`config.mk`:
```
export PLATFORM = sky130hd
export DESIGN_NAME = tex_fetch_sched_flat
export DESIGN_NICKNAME = d
export VERILOG_FILES = /design/src/rtl/tex_fetch_pkg.sv /design/src/rtl/tex_fetch_sched_if.sv /design/src/rtl/tex_cb_residency.sv /design/src/rtl/tex_fetch_sched.sv /design/src/flat_wrapper.sv
export SDC_FILE = /design/constraint.sdc
export NUM_CORES = 1
export LEC_CHECK = 0
export CAP_MARGIN = 5
export CORE_AREA = 2 2 187 189
export DETAILED_ROUTE_END_ITERATION = 8
export DIE_AREA = 0 0 189 191
export MAX_ROUTING_LAYER = met4
export PLACE_DENSITY = 0.6
export SETUP_SLACK_MARGIN = 0.4
export SLEW_MARGIN = 10
export SYNTH_ARGS = -nofsm -noshare
export SYNTH_HDL_FRONTEND = slang
export SYNTH_HIERARCHICAL = 1
export SYNTH_SLANG_ARGS = --single-unit
export TNS_END_PERCENT = 50
```
`constraint.sdc`:
```
create_clock -name clock -period 2.25 [get_ports clock]
set_input_delay 0.3375 -clock clock [delete_from_list [all_inputs] [get_ports clock]]
set_output_delay 0.3375 -clock clock [all_outputs]
set_load 0.02 [all_outputs]
```
`src/rtl/tex_fetch_pkg.sv`:
```
// -----------------------------------------------------------------------------
// tex_fetch_pkg
// Shared types and constants for the texture fetch sequencer.
//   state_t      : sequencer state encoding
//   PF_PAL4/8    : TCW pixel formats that go through the palette RAM
//   TCW_* / ISP_*: bit positions inside the TCW / ISP words
//   is_pal_fmt() : true when a TCW selects a palette format
// -----------------------------------------------------------------------------
package tex_fetch_pkg;

  typedef enum logic [2:0] {
    IDLE      = 3'd0,
    CB_START  = 3'd1,
    CB_ARM    = 3'd2,
    CB_LOAD   = 3'd3,
    ISSUE     = 3'd4,
    WAIT_DATA = 3'd5,
    SETTLE    = 3'd6,
    OUT       = 3'd7
  } state_t;

  localparam logic [2:0] PF_PAL4 = 3'd5;
  localparam logic [2:0] PF_PAL8 = 3'd6;

  localparam int TCW_VQ      = 30;
  localparam int TCW_FMT_LSB = 27;  // pixel format lives in tcw[29:27]
  localparam int ISP_TEXTURE = 25;
  localparam int CB_ADDR_W   = 21;  // code book base address is tcw[20:0]

  function automatic logic is_pal_fmt(input logic [31:0] tcw);
    logic [2:0] fmt;
    fmt = tcw[TCW_FMT_LSB +: 3];
    return (fmt == PF_PAL4) || (fmt == PF_PAL8);
  endfunction

endpackage

```
`src/rtl/tex_fetch_sched_if.sv`:
```
// -----------------------------------------------------------------------------
// tex_fetch_sched_if
// Pixel pipeline <-> texture fetch sequencer handshake bundle.
//   px_valid/px_ready : sample request handshake, with px_u/px_v/px_isp/px_tsp/px_tcw
//   tx_valid/tx_ready : result handshake, with tx_argb
// modport master : pixel pipeline side (issues requests, consumes results)
// modport slave  : sequencer side
// -----------------------------------------------------------------------------
interface tex_fetch_sched_if;
  logic        px_valid;
  logic        px_ready;
  logic [9:0]  px_u;
  logic [9:0]  px_v;
  logic [31:0] px_isp;
  logic [31:0] px_tsp;
  logic [31:0] px_tcw;
  logic        tx_valid;
  logic        tx_ready;
  logic [31:0] tx_argb;

  modport master (
    output px_valid, px_u, px_v, px_isp, px_tsp, px_tcw, tx_ready,
    input  px_ready, tx_valid, tx_argb
  );

  modport slave (
    input  px_valid, px_u, px_v, px_isp, px_tsp, px_tcw, tx_ready,
    output px_ready, tx_valid, tx_argb
  );
endinterface

```
`src/rtl/tex_cb_residency.sv`:
```
// -----------------------------------------------------------------------------
// tex_cb_residency
// Tracks which VQ code book is resident in the datapath.
//   clock, reset   : clock, synchronous active-high reset
//   i_start        : sequencer is issuing the code book load pulse
//   i_inflight     : a code book load is being started or is running
//   i_done         : the running load completes this cycle
//   i_inval        : drop residency (VRAM write / frame start)
//   i_load_addr    : code book address of the load in flight
//   i_req_addr     : code book address wanted by the incoming request
//   o_need_reload  : resident code book does not match i_req_addr
// -----------------------------------------------------------------------------
module tex_cb_residency
  import tex_fetch_pkg::*;
(
  input  logic                 clock,
  input  logic                 reset,
  input  logic                 i_start,
  input  logic                 i_inflight,
  input  logic                 i_done,
  input  logic                 i_inval,
  input  logic [CB_ADDR_W-1:0] i_load_addr,
  input  logic [CB_ADDR_W-1:0] i_req_addr,
  output logic                 o_need_reload
);

  logic                 r_cb_valid;
  logic [CB_ADDR_W-1:0] r_cb_addr;
  logic                 r_pend_inval;

  always_ff @(posedge clock) begin
    if (reset) begin
      r_cb_valid   <= 1'b0;
      r_cb_addr    <= '0;
      r_pend_inval <= 1'b0;
    end else begin
      // Invalidate beats a completion landing in the same cycle.
      if (i_inval)     r_cb_valid <= 1'b0;
      else if (i_done) r_cb_valid <= !r_pend_inval;

      if (i_done) r_cb_addr <= i_load_addr;

      // An invalidate during a load lets the load finish but not count.
      if (i_inval && i_inflight) r_pend_inval <= 1'b1;
      else if (i_start)          r_pend_inval <= 1'b0;
    end
  end

  assign o_need_reload = !r_cb_valid || (r_cb_addr != i_req_addr);

endmodule

```
`src/rtl/tex_fetch_sched.sv`:
```
// -----------------------------------------------------------------------------
// tex_fetch_sched
// Sequencer in front of the texture address/blend datapath. Accepts one sample
// request, holds it to the datapath, reloads the VQ code book when needed,
// arbitrates the VRAM read port, waits out palette latency and returns ARGB.
//   clock, reset            : clock, synchronous active-high reset
//   pix (slave)             : request / result handshakes
//   dp_ui/vi/isp/tsp/tcw    : registered request fields to the datapath
//   dp_vram_din             : live vram_din during CB_LOAD, else captured word
//   dp_vram_word_addr       : datapath fetch address (mirrored on vram_word_addr)
//   dp_final_argb           : datapath blended result
//   read_codebook           : one-cycle code book load pulse
//   codebook_wait           : datapath busy loading the code book
//   pal_wr                  : SH4 palette write holding the palette port
//   cb_invalidate           : drop code book residency
//   vram_rd/vram_word_addr  : VRAM read request, vram_wait back-pressure
//   vram_valid/vram_din     : VRAM read return
// Optional: define TEX_FETCH_LASTWORD_EN for a one-entry last-word buffer that
// skips a VRAM read when the fetch address repeats.
// -----------------------------------------------------------------------------
module tex_fetch_sched
  import tex_fetch_pkg::*;
#(
  parameter int ADDR_W   = 21,
  parameter int PAL_LAT  = 1,
  parameter int CB_WORDS = 256
) (
  input  logic              clock,
  input  logic              reset,
  tex_fetch_sched_if.slave  pix,
  output logic [9:0]        dp_ui,
  output logic [9:0]        dp_vi,
  output logic [31:0]       dp_isp,
  output logic [31:0]       dp_tsp,
  output logic [31:0]       dp_tcw,
  output logic [63:0]       dp_vram_din,
  input  logic [ADDR_W-1:0] dp_vram_word_addr,
  input  logic [31:0]       dp_final_argb,
  output logic              read_codebook,
  input  logic              codebook_wait,
  input  logic              pal_wr,
  input  logic              cb_invalidate,
  output logic              vram_rd,
  output logic [ADDR_W-1:0] vram_word_addr,
  input  logic              vram_wait,
  input  logic              vram_valid,
  input  logic [63:0]       vram_din
);

  if (PAL_LAT < 0 || CB_WORDS < 1) begin : g_param_check
    $error("tex_fetch_sched: PAL_LAT must be >= 0 and CB_WORDS >= 1");
  end

  localparam int CNT_W = (PAL_LAT < 2) ? 1 : $clog2(PAL_LAT + 1);
  localparam logic [CNT_W-1:0] PAL_CNT = CNT_W'(PAL_LAT);

  state_t           r_state;
  logic [9:0]       r_dp_ui;
  logic [9:0]       r_dp_vi;
  logic [31:0]      r_dp_isp;
  logic [31:0]      r_dp_tsp;
  logic [31:0]      r_dp_tcw;
  logic [63:0]      r_data_q;
  logic [31:0]      r_tx_argb;
  logic [CNT_W-1:0] r_cnt;

  logic             w_need_reload;
  logic             w_pal;
  logic [CNT_W-1:0] w_settle_init;
  logic             w_lw_hit;

  assign w_pal         = is_pal_fmt(r_dp_tcw);
  assign w_settle_init = w_pal ? PAL_CNT : '0;

  tex_cb_residency u_cb_res (
    .clock         (clock),
    .reset         (reset),
    .i_start       (r_state == CB_START),
    .i_inflight    (r_state == CB_START || r_state == CB_ARM || r_state == CB_LOAD),
    .i_done        (r_state == CB_LOAD && !codebook_wait),
    .i_inval       (cb_invalidate),
    .i_load_addr   (r_dp_tcw[CB_ADDR_W-1:0]),
    .i_req_addr    (pix.px_tcw[CB_ADDR_W-1:0]),
    .o_need_reload (w_need_reload)
  );

  always_ff @(posedge clock) begin
    // NOTE: sequential state uses non-blocking assignments so every register
    // samples pre-edge values regardless of statement order.
    if (reset) begin
      r_state   <= IDLE;
      r_dp_ui   <= '0;
      r_dp_vi   <= '0;
      r_dp_isp  <= '0;
      r_dp_tsp  <= '0;
      r_dp_tcw  <= '0;
      r_data_q  <= '0;
      r_tx_argb <= '0;
      r_cnt     <= '0;
    end else begin
      case (r_state)
        IDLE: begin
          if (pix.px_valid) begin
            r_dp_ui  <= pix.px_u;
            r_dp_vi  <= pix.px_v;
            r_dp_isp <= pix.px_isp;
            r_dp_tsp <= pix.px_tsp;
            r_dp_tcw <= pix.px_tcw;
            if (!pix.px_isp[ISP_TEXTURE]) begin
              r_state <= SETTLE;
              r_cnt   <= '0;
            end else if (pix.px_tcw[TCW_VQ] && w_need_reload) begin
              r_state <= CB_START;
            end else begin
              r_state <= ISSUE;
            end
          end
        end
        CB_START: r_state <= CB_ARM;
        // A datapath that never raised codebook_wait did not start a load.
        CB_ARM:   r_state <= codebook_wait ? CB_LOAD : ISSUE;
        CB_LOAD:  if (!codebook_wait) r_state <= ISSUE;
        ISSUE: begin
          if (w_lw_hit) begin
            r_state <= SETTLE;
            r_cnt   <= w_settle_init;
          end else if (!vram_wait) begin
            r_state <= WAIT_DATA;
          end
        end
        WAIT_DATA: begin
          if (vram_valid) begin
            r_data_q <= vram_din;
            r_state  <= SETTLE;
            r_cnt    <= w_settle_init;
          end
        end
        SETTLE: begin
          // A palette write steals the palette port, so restart the wait.
          if (pal_wr && w_pal) begin
            r_cnt <= PAL_CNT;
          end else if (r_cnt != '0) begin
            r_cnt <= r_cnt - 1'b1;
          end else if (!pal_wr) begin
            r_tx_argb <= dp_final_argb;
            r_state   <= OUT;
          end
        end
        OUT:     if (pix.tx_ready) r_state <= IDLE;
        default: r_state <= IDLE;
      endcase
    end
  end

`ifdef TEX_FETCH_LASTWORD_EN
  logic              r_last_valid;
  logic [ADDR_W-1:0] r_last_addr;

  always_ff @(posedge clock) begin
    if (reset || cb_invalidate || r_state == CB_LOAD) r_last_valid <= 1'b0;
    else if (r_state == WAIT_DATA && vram_valid)      r_last_valid <= 1'b1;

    if (reset)                                   r_last_addr <= '0;
    else if (r_state == WAIT_DATA && vram_valid) r_last_addr <= dp_vram_word_addr;
  end

  // data_q still holds the word at r_last_addr, so the read can be skipped.
  assign w_lw_hit = (r_state == ISSUE) && r_last_valid && (dp_vram_word_addr == r_last_addr);
`else
  assign w_lw_hit = 1'b0;
`endif

  always_comb begin
    // NOTE: default assignment first keeps this block free of inferred latches.
    vram_rd = 1'b0;
    case (r_state)
      CB_LOAD: vram_rd = codebook_wait;
      ISSUE:   vram_rd = !w_lw_hit;
      default: vram_rd = 1'b0;
    endcase
  end

  assign pix.px_ready   = (r_state == IDLE);
  assign pix.tx_valid   = (r_state == OUT);
  assign pix.tx_argb    = r_tx_argb;
  assign read_codebook  = (r_state == CB_START);
  assign vram_word_addr = dp_vram_word_addr;
  assign dp_vram_din    = (r_state == CB_LOAD) ? vram_din : r_data_q;
  assign dp_ui          = r_dp_ui;
  assign dp_vi          = r_dp_vi;
  assign dp_isp         = r_dp_isp;
  assign dp_tsp         = r_dp_tsp;
  assign dp_tcw         = r_dp_tcw;

endmodule

```
`src/flat_wrapper.sv`:
```
// flat-port wrapper written by rule: the top's interface ports become plain ports
module tex_fetch_sched_flat import tex_fetch_pkg::*;
#(
  parameter int ADDR_W   = 21,
  parameter int PAL_LAT  = 1,
  parameter int CB_WORDS = 256
)
  (clock, reset, dp_ui, dp_vi, dp_isp, dp_tsp, dp_tcw, dp_vram_din, dp_vram_word_addr, dp_final_argb, read_codebook, codebook_wait, pal_wr, cb_invalidate, vram_rd, vram_word_addr, vram_wait, vram_valid, vram_din, pix_px_valid, pix_px_u, pix_px_v, pix_px_isp, pix_px_tsp, pix_px_tcw, pix_tx_ready, pix_px_ready, pix_tx_valid, pix_tx_argb);
  tex_fetch_sched_if pix_i ();
  input  logic clock;
  input  logic reset;
  output logic [9:0] dp_ui;
  output logic [9:0] dp_vi;
  output logic [31:0] dp_isp;
  output logic [31:0] dp_tsp;
  output logic [31:0] dp_tcw;
  output logic [63:0] dp_vram_din;
  input  logic [ADDR_W-1:0] dp_vram_word_addr;
  input  logic [31:0] dp_final_argb;
  output logic read_codebook;
  input  logic codebook_wait;
  input  logic pal_wr;
  input  logic cb_invalidate;
  output logic vram_rd;
  output logic [ADDR_W-1:0] vram_word_addr;
  input  logic vram_wait;
  input  logic vram_valid;
  input  logic [63:0] vram_din;
  input wire logic [$bits(pix_i.px_valid)-1:0] pix_px_valid;
  input wire logic [$bits(pix_i.px_u)-1:0] pix_px_u;
  input wire logic [$bits(pix_i.px_v)-1:0] pix_px_v;
  input wire logic [$bits(pix_i.px_isp)-1:0] pix_px_isp;
  input wire logic [$bits(pix_i.px_tsp)-1:0] pix_px_tsp;
  input wire logic [$bits(pix_i.px_tcw)-1:0] pix_px_tcw;
  input wire logic [$bits(pix_i.tx_ready)-1:0] pix_tx_ready;
  output wire logic [$bits(pix_i.px_ready)-1:0] pix_px_ready;
  output wire logic [$bits(pix_i.tx_valid)-1:0] pix_tx_valid;
  output wire logic [$bits(pix_i.tx_argb)-1:0] pix_tx_argb;
  assign pix_i.px_valid = pix_px_valid;
  assign pix_i.px_u = pix_px_u;
  assign pix_i.px_v = pix_px_v;
  assign pix_i.px_isp = pix_px_isp;
  assign pix_i.px_tsp = pix_px_tsp;
  assign pix_i.px_tcw = pix_px_tcw;
  assign pix_i.tx_ready = pix_tx_ready;
  assign pix_px_ready = pix_i.px_ready;
  assign pix_tx_valid = pix_i.tx_valid;
  assign pix_tx_argb = pix_i.tx_argb;
  tex_fetch_sched #(.ADDR_W(ADDR_W), .PAL_LAT(PAL_LAT), .CB_WORDS(CB_WORDS)) u_core (.clock(clock), .reset(reset), .pix(pix_i), .dp_ui(dp_ui), .dp_vi(dp_vi), .dp_isp(dp_isp), .dp_tsp(dp_tsp), .dp_tcw(dp_tcw), .dp_vram_din(dp_vram_din), .dp_vram_word_addr(dp_vram_word_addr), .dp_final_argb(dp_final_argb), .read_codebook(read_codebook), .codebook_wait(codebook_wait), .pal_wr(pal_wr), .cb_invalidate(cb_invalidate), .vram_rd(vram_rd), .vram_word_addr(vram_word_addr), .vram_wait(vram_wait), .vram_valid(vram_valid), .vram_din(vram_din));
endmodule
```
==> flow_summary.yaml, run 1 <==
grt:
  grt_usage_pct: 19.0
  gr-total-overflow: 0
  grt_max_degree: 81
  grt_pass1_wl_mm: 53.2
  antenna_found_initial: 2
  grt_pass1_vias: 9527
critical_path:
  cp_data_arrival_time_ns: 1.80
  slowest_stage: "dfxtp_4"
  crit_type: "flip-flop to output port"
  crit_required_ns: 1.91
  start_kind: "flip-flop"
  cp-startpoint: "u_core/r_state[1]$_SDFFE_PP0P_"
  crit_fanout: 5
  cp_num_cells: 9
  worstSetupEndpointType: "output port"
  max_stage_delay_ns: 0.36
  worstPathCellList: "nand2_4 > nor2_4 > buf_12 > buf_12 > buf_12 > buf_16 > nand2_2 > nand2_2 > buf_6"
  worstRegToRegCells: 9
  path_delay_family: "buffers and inverters"
  crit_buf_inv: 5
  r2r_start: "u_core/r_state[0]$_SDFFE_PP0P_"
  path_common_cell: "buf_12"
yosys:
  synth_area_sq_um: 9660
  synth_cell_types: 34
  ys_ff_latch: 239
  synthMuxAreaShare_pct: 2.38
  synthXorXnorAreaFrac_pct: 1.99
  synth-compound-area-share_pct: 12.1
  synthAdderAreaFrac_pct: 0
  yosys_warnings: 6
  synth_simple_gate_area_share_pct: 27.4
  yosysSeqAreaShare_pct: 49.5
  syn_area_per_cell_sq_um: 7.37
  syn_inst: 1311
  synth.net_count: 1553
  synth_top_family_by_area: "simple AND/OR/NAND/NOR gates"
power:
  p_sw_w: 0.00497
  power.clock.fraction_pct: 31.4
  irDropWorstVdd_uv: 700
  swShare_pct: 33.5
  p_leak_nw: 7.05
  pwr-share-comb_pct: 34.4
  power_frac_seq_pct: 34.2
  p_int_w: 0.00986
  power_w: 0.0148
  p_per_area_nw_per_um2: 906
drt:
  vias: 10000
  drt_iter0_drc: 373
  ant_nets: 0
  dr.pass1.iters: 7
  viasPerCell: 4.55
  drc: 0
  avgRoutedWirePerCell_um: 16.4
  drt-total-wl_mm: 36.1
placed_design:
  gp_congestion: 0.829
  dp_hpwl_mm: 23.9
  io_buffers: 436
sta:
  finalSetupTns_ns: 0
  fin_hold_ws_ns: 0.194
  slew_viol_final: 0
  rsz0062_at_grt: "yes"
  skew_ns: 0.00859
  tightest_slew_ns: 0.507
  finalCritPeriodShare_pct: 95.2
  slew-limit-headroom_pct: 66.1
  setup_violations: 0
  hold_viol_final: 0
  post-route-min-period_ns: 2.14
  fmax_mhz: 467
min_path:
  hp-class: "input pin to flip-flop"
  hp-start: "reset"
  hold_depth: 2
floorplan:
  core_sq_um: 34100
  start_util_pct: 28.3
  rows: 68
  die_height_um: 191
  ios: 479
  die_w_um: 189
  die-area_sq_um: 36100
layout:
  final_core_util_pct: 48.0
  nets: 1969
  syn2layout_area_growth_pct: 69.5
  layout-drive-gt1-share_pct: 15.2
  n_fill_cell: 3257
cts:
  clkLatencyLatePin_ns: 0.54
  clkTransAtPathRegs_ns: 0.06
  cts_tree: "yes"
  htreeDepth: 1
  clock_sinks: 239
  numCtsBuffers: 29
  cts_root_buffer: "clkbuf_16"
  clock_path_buffers: 3
flow_run:
  maxCapViolations: 0
outcome:
  status: "finished, final reports clean"
[metrics by stage]
step | area [sq um] | worst slack, ns | cells
finish | 16400 | 0.108 | 2205
detailed placement | 14400 | -0.105 | 2119
floorplan | 9660 | 0.535 | 1311
global placement | 14400 | -0.101 | 2119
CTS | 15900 | 0.0501 | 2191
global route | 16400 | 0.0215 | 2205
[cell families (layout without fill, tap and decap cells)]
logic type / Yosys count / after routing
AO/OA/AOI/OAI: 226 / 226
buffers and inverters: 116 / 552
XOR/XNOR: 22 / 22
other: 0 / 2
multiplexers: 23 / 23
flip-flops: 239 / 239
AND/OR/NAND/NOR: 685 / 686
[cell usage in the layout, fill, tap and decap left out, types with 3 or more instances in the layout]
| master | netlist | routed |
|---|---|---|
| clkbuf_8 | 0 | 10 |
| a21oi_1 | 215 | 215 |
| dfxtp_1 | 239 | 234 |
| buf_12 | 0 | 17 |
| clkbuf_1 | 45 | 5 |
| buf_6 | 5 | 58 |
| buf_4 | 31 | 30 |
| clkinv_2 | 0 | 3 |
| clkbuf_16 | 0 | 33 |
| xnor2_1 | 18 | 14 |
| nor2_1 | 32 | 30 |
| clkdlybuf4s50_1 | 0 | 302 |
| dlygate4sd2_1 | 0 | 29 |
| buf_8 | 0 | 3 |
| dfxtp_2 | 0 | 3 |
| buf_16 | 0 | 7 |
| xor2_1 | 4 | 4 |
| xnor2_2 | 0 | 4 |
| nand2_1 | 624 | 558 |
| nand2_2 | 0 | 29 |
| buf_2 | 32 | 10 |
| mux2i_1 | 23 | 23 |
| dlymetal6s2s_1 | 0 | 36 |
| nand2_4 | 0 | 36 |
| nand3_1 | 7 | 5 |
| nand4_1 | 5 | 5 |
[worst paths after layout]
| check | slack, ns | end |
|---|---|---|
| max | 0.11 | dp_vram_din[59] |
| min | 0.19 | u_core/u_cb_res/r_cb_addr[4]$_SDFFE_PP0P_ |
| max reg2reg | 0.35 | u_core/u_cb_res/r_cb_addr[10]$_SDFFE_PP0P_ |
| min reg2reg | 0.45 | u_core/pix.tx_argb[2]$_SDFFE_PP0P_ |
[cell usage after synthesis]
library cell / instances / area share, %
a211oi_1: 1 / 0.078
buf_2: 32 / 1.7
and2b_1: 2 / 0.16
dfxtp_1: 239 / 50
nand4_1: 5 / 0.32
nor4_1: 2 / 0.13
nor2_1: 32 / 1.2
a21oi_1: 215 / 11
a2111oi_1: 1 / 0.10
nand4b_1: 1 / 0.091
a22o_1: 1 / 0.091
or3_1: 2 / 0.13
inv_1: 3 / 0.12
nor3_4: 1 / 0.17
nor3_1: 1 / 0.052
o311ai_0: 2 / 0.18
mux2i_1: 23 / 2.4
o21ai_0: 2 / 0.10
xnor2_1: 18 / 1.6
buf_6: 5 / 0.58
or4_1: 1 / 0.078
buf_4: 31 / 2.4
nand2b_1: 2 / 0.13
clkbuf_1: 45 / 1.7
nand3_1: 7 / 0.36
xor2_1: 4 / 0.36
o41ai_2: 1 / 0.17
and2_1: 2 / 0.13
and3_1: 2 / 0.13
a21o_1: 1 / 0.078
nand2_1: 624 / 24
a32oi_1: 1 / 0.091
nand3b_1: 1 / 0.078
a31o_2: 1 / 0.091
[sequential cells by signal (all words and copies together) (netlist names), 3 cells and up]
signal / cells
u_core/dp_vi: 10
u_core/dp_tcw: 32
u_core/dp_isp: 32
u_core/dp_ui: 10
u_core/r_state: 3
u_core/pix.tx_argb: 32
u_core/r_data_q: 64
u_core/dp_tsp: 32
u_core/u_cb_res/r_cb_addr: 21
[power groups by stage]
stage / Clock, W / Combinational, W / Sequential, W
2_1_floorplan: 0 / 0.00191 / 0.00566
3_3_place_gp: 0 / 0.00469 / 0.00512
3_5_place_dp: 0 / 0.00469 / 0.00514
4_1_cts: 0.00480 / 0.00493 / 0.00507
5_1_grt: 0.00498 / 0.00548 / 0.00514
6_report: 0.00465 / 0.00511 / 0.00507
[what timing repair did]
action,CTS,global route
gates cloned,8,5
resized for setup,493,97
hold buffers,0,0
setup buffers,12,7
endpoints found under the setup margin,196,273
pin swaps,53,44
[area by class of cell]
| class | count | area [sq um] | area share, % |
|---|---|---|---|
| multi-input cells | 957 | 4690 | 28.6 |
| diodes | 2 | 5.00 | 0.0306 |
| well taps | 455 | 569 | 3.48 |
| clock inverters | 8 | 77.6 | 0.474 |
| repair buffers | 497 | 5350 | 32.6 |
| flip-flops and latches | 239 | 4800 | 29.3 |
| clock buffers | 44 | 882 | 5.39 |
| inverters | 3 | 11.3 | 0.0688 |
[per-layer routing]
metal | share of wire [%] | GRT usage, %
met2 | 49 | 31.7
met5 | 0 | -
met4 | 2.6 | 5.41
met1 | 41 | 22.3
met3 | 8.1 | 5.29
(Power assumes the default switching activity.)
==> run 2: changes to the inputs <==
- GPL_TIMING_DRIVEN: unset -> 0
==> run 2 against run 1 <==
Sequential share of layout area decreased by 3.0 points. Hold slack worse by 0.059 ns. Routed wire length up 11%. Register-to-register slack worse by 0.07 ns. Sequential power about the same. Non-clock buffer count rose by 131. Clock power decreased by 3%. Worst setup slack got worse by 0.064 ns. First-iteration DRC count up 9.1%. Final cell count rose by 5.8%. Die area is the same. Sequential cell count unchanged. Critical path type unchanged. Largest power group unchanged. Highest routed layer unchanged.
==> flow_summary.yaml, run 2 (synthesis gave the netlist of run 1 again) <==
power:
  p_per_area_nw_per_um2: 917
  power_frac_seq_pct: 30.5
  swShare_pct: 34.0
  p_leak_nw: 7.29
  irDropWorstVdd_uv: 782
  pwr-share-comb_pct: 42.5
  power.clock.fraction_pct: 27.0
  p_sw_w: 0.00568
  p_int_w: 0.0110
sta:
  tightest_slew_ns: 0.706
  skew_ns: 0.00715
  hold_viol_final: 0
  fin_hold_ws_ns: 0.135
  post-route-min-period_ns: 2.21
  rsz0062_at_grt: "yes"
  slew-limit-headroom_pct: 52.9
  setup_violations: 0
  finalCritPeriodShare_pct: 98.0
  slew_viol_final: 0
  fmax_mhz: 453
critical_path:
  start_kind: "flip-flop"
  reg2reg_slack_ns: 0.28
  r2r_end: "u_core/dp_tcw[26]$_SDFFE_PP0P_"
  r2r_start: "u_core/r_state[1]$_SDFFE_PP0P_"
  crit_fanout: 5
  crit_type: "flip-flop to output port"
  worstSetupEndpointType: "output port"
  cp_data_arrival_time_ns: 1.87
  worstRegToRegCells: 12
  crit_required_ns: 1.91
min_path:
  hp-start: "pix_px_tcw[19]"
  hold_depth: 3
  hp-class: "input pin to flip-flop"
  holdPathEnd: "u_core/dp_tcw[19]$_SDFFE_PP0P_"
drt:
  viasPerCell: 4.56
  dr.pass1.iters: 5
  drt-total-wl_mm: 40.1
  avgRoutedWirePerCell_um: 17.2
  drc: 0
  drt_iter0_drc: 407
  vias: 10600
  ant_nets: 0
floorplan:
  rows: 68
  start_util_pct: 28.3
  die_height_um: 191
  die-area_sq_um: 36100
  core_sq_um: 34100
  die_w_um: 189
  ios: 479
grt:
  antenna_found_initial: 1
  grt_max_degree: 14
  grt_usage_pct: 20.6
  grt_pass1_vias: 10100
  grt_pass1_wl_mm: 56.9
  gr-total-overflow: 0
placed_design:
  placed_area_sq_um: 14800
  dp_hpwl_mm: 28.5
  dpl.cell_count: 2223
  gp_congestion: 0.880
  io_buffers: 457
outcome:
  status: "finished, final reports clean"
layout:
  instances_no_fill: 2333
  post-route-cell-area_sq_um: 18200
  nets: 2098
  syn2layout_area_growth_pct: 88.5
  register_area_sq_um: 4790
  final_cell_mix: "nand2_1, clkdlybuf4s50_1, dfxtp_1"
  layout-drive-gt1-share_pct: 26.5
  final_core_util_pct: 53.4
  regMostFlops: "u_core/r_data_q"
  layout_commonest_cell: "nand2_1"
  n_fill_cell: 3142
  multi_input_area_sq_um: 5290
  largest_reg_flops: 64
cts:
  clkLatencyLatePin_ns: 0.55
  cts_root_buffer: "clkbuf_16"
  cts_tree: "yes"
  clkTransAtPathRegs_ns: 0.06
  numCtsBuffers: 28
  clock_path_buffers: 3
  htreeDepth: 1
  hold_buffers: 0
  clock_sinks: 239
flow_run:
  maxCapViolations: 0
==> run 2: worst max-delay path by stage <==
stage                                               from  cells past startpoint  slack, ns                              to
after floorplan           u_core/r_state[2]$_SDFFE_PP0P_                      7       0.53                 dp_vram_din[14]
after global placement                             reset                      5      -0.82  u_core/dp_tcw[31]$_SDFFE_PP0P_
after detailed placement                           reset                      5      -0.83  u_core/dp_tcw[31]$_SDFFE_PP0P_
after CTS                 u_core/r_state[0]$_SDFFE_PP0P_                      9      0.004                 dp_vram_din[17]
after global routing      u_core/r_state[1]$_SDFFE_PP0P_                      9      -0.04                 dp_vram_din[40]
final                     u_core/r_state[1]$_SDFFE_PP0P_                      9       0.04                 dp_vram_din[30]
==> run 2: repair_timing <==
item / 4_1_cts / 5_1_grt
resized for setup: 543 / 376
cloned: 10 / 10
pin swaps: 22 / 95
endpoints found under the setup margin: 378 / 438
setup buffers: 25 / 13
==> run 2: metal layers <==
metal | GRT usage (%) | routed length [um] | vias to the layer above
li1 | - | - | 5268
met1 | 22.9 | 15300 | 4929
met2 | 36.1 | 20400 | 380
met3 | 6.26 | 3330 | 55
met4 | 4.78 | 989 | 0
met5 | - | 0 | -
==> run 2: critical path, cell delays in order, from the launching register on <==
cell and delay [ns]:
dfxtp_4 0.36, buf_8 0.12, nand2_8 0.05, nor2_4 0.13
buf_12 0.15, buf_12 0.12, clkbuf_16 0.14, nand2_1 0.05
nand2_1 0.07, buf_6 0.12
==> run 2: layout make-up <==
class                      count  share of cell area (%)
antenna                        1                  0.0137
buffer                       113                    5.56
clock buffer                  45                    4.87
clock inverter                 6                   0.199
inverter                       3                  0.0893
multi-input combinational    956                    29.1
sequential                   239                    26.3
tap                          455                    3.13
timing repair buffer         515                    30.7
==> run 2: per-stage QoR <==
step                      setup slack, ns  TNS (ns)  power (W)
final                              0.0442         0     0.0167
after floorplan                     0.535         0    0.00757
after detailed placement           -0.833   -142.86    0.00993
after global placement             -0.824   -145.30    0.00990
after global routing              -0.0446    -0.657     0.0175
after CTS                         0.00432         0     0.0155
==> run 2: power groups by stage <==
| stage | sequential [W] | combinational, W | clock, W |
|---|---|---|---|
| after floorplan | 0.00566 | 0.00191 | 0 |
| after global placement | 0.00514 | 0.00476 | 0 |
| after detailed placement | 0.00516 | 0.00477 | 0 |
| after CTS | 0.00508 | 0.00578 | 0.00462 |
| after global routing | 0.00515 | 0.00752 | 0.00479 |
| final | 0.00509 | 0.00710 | 0.00451 |
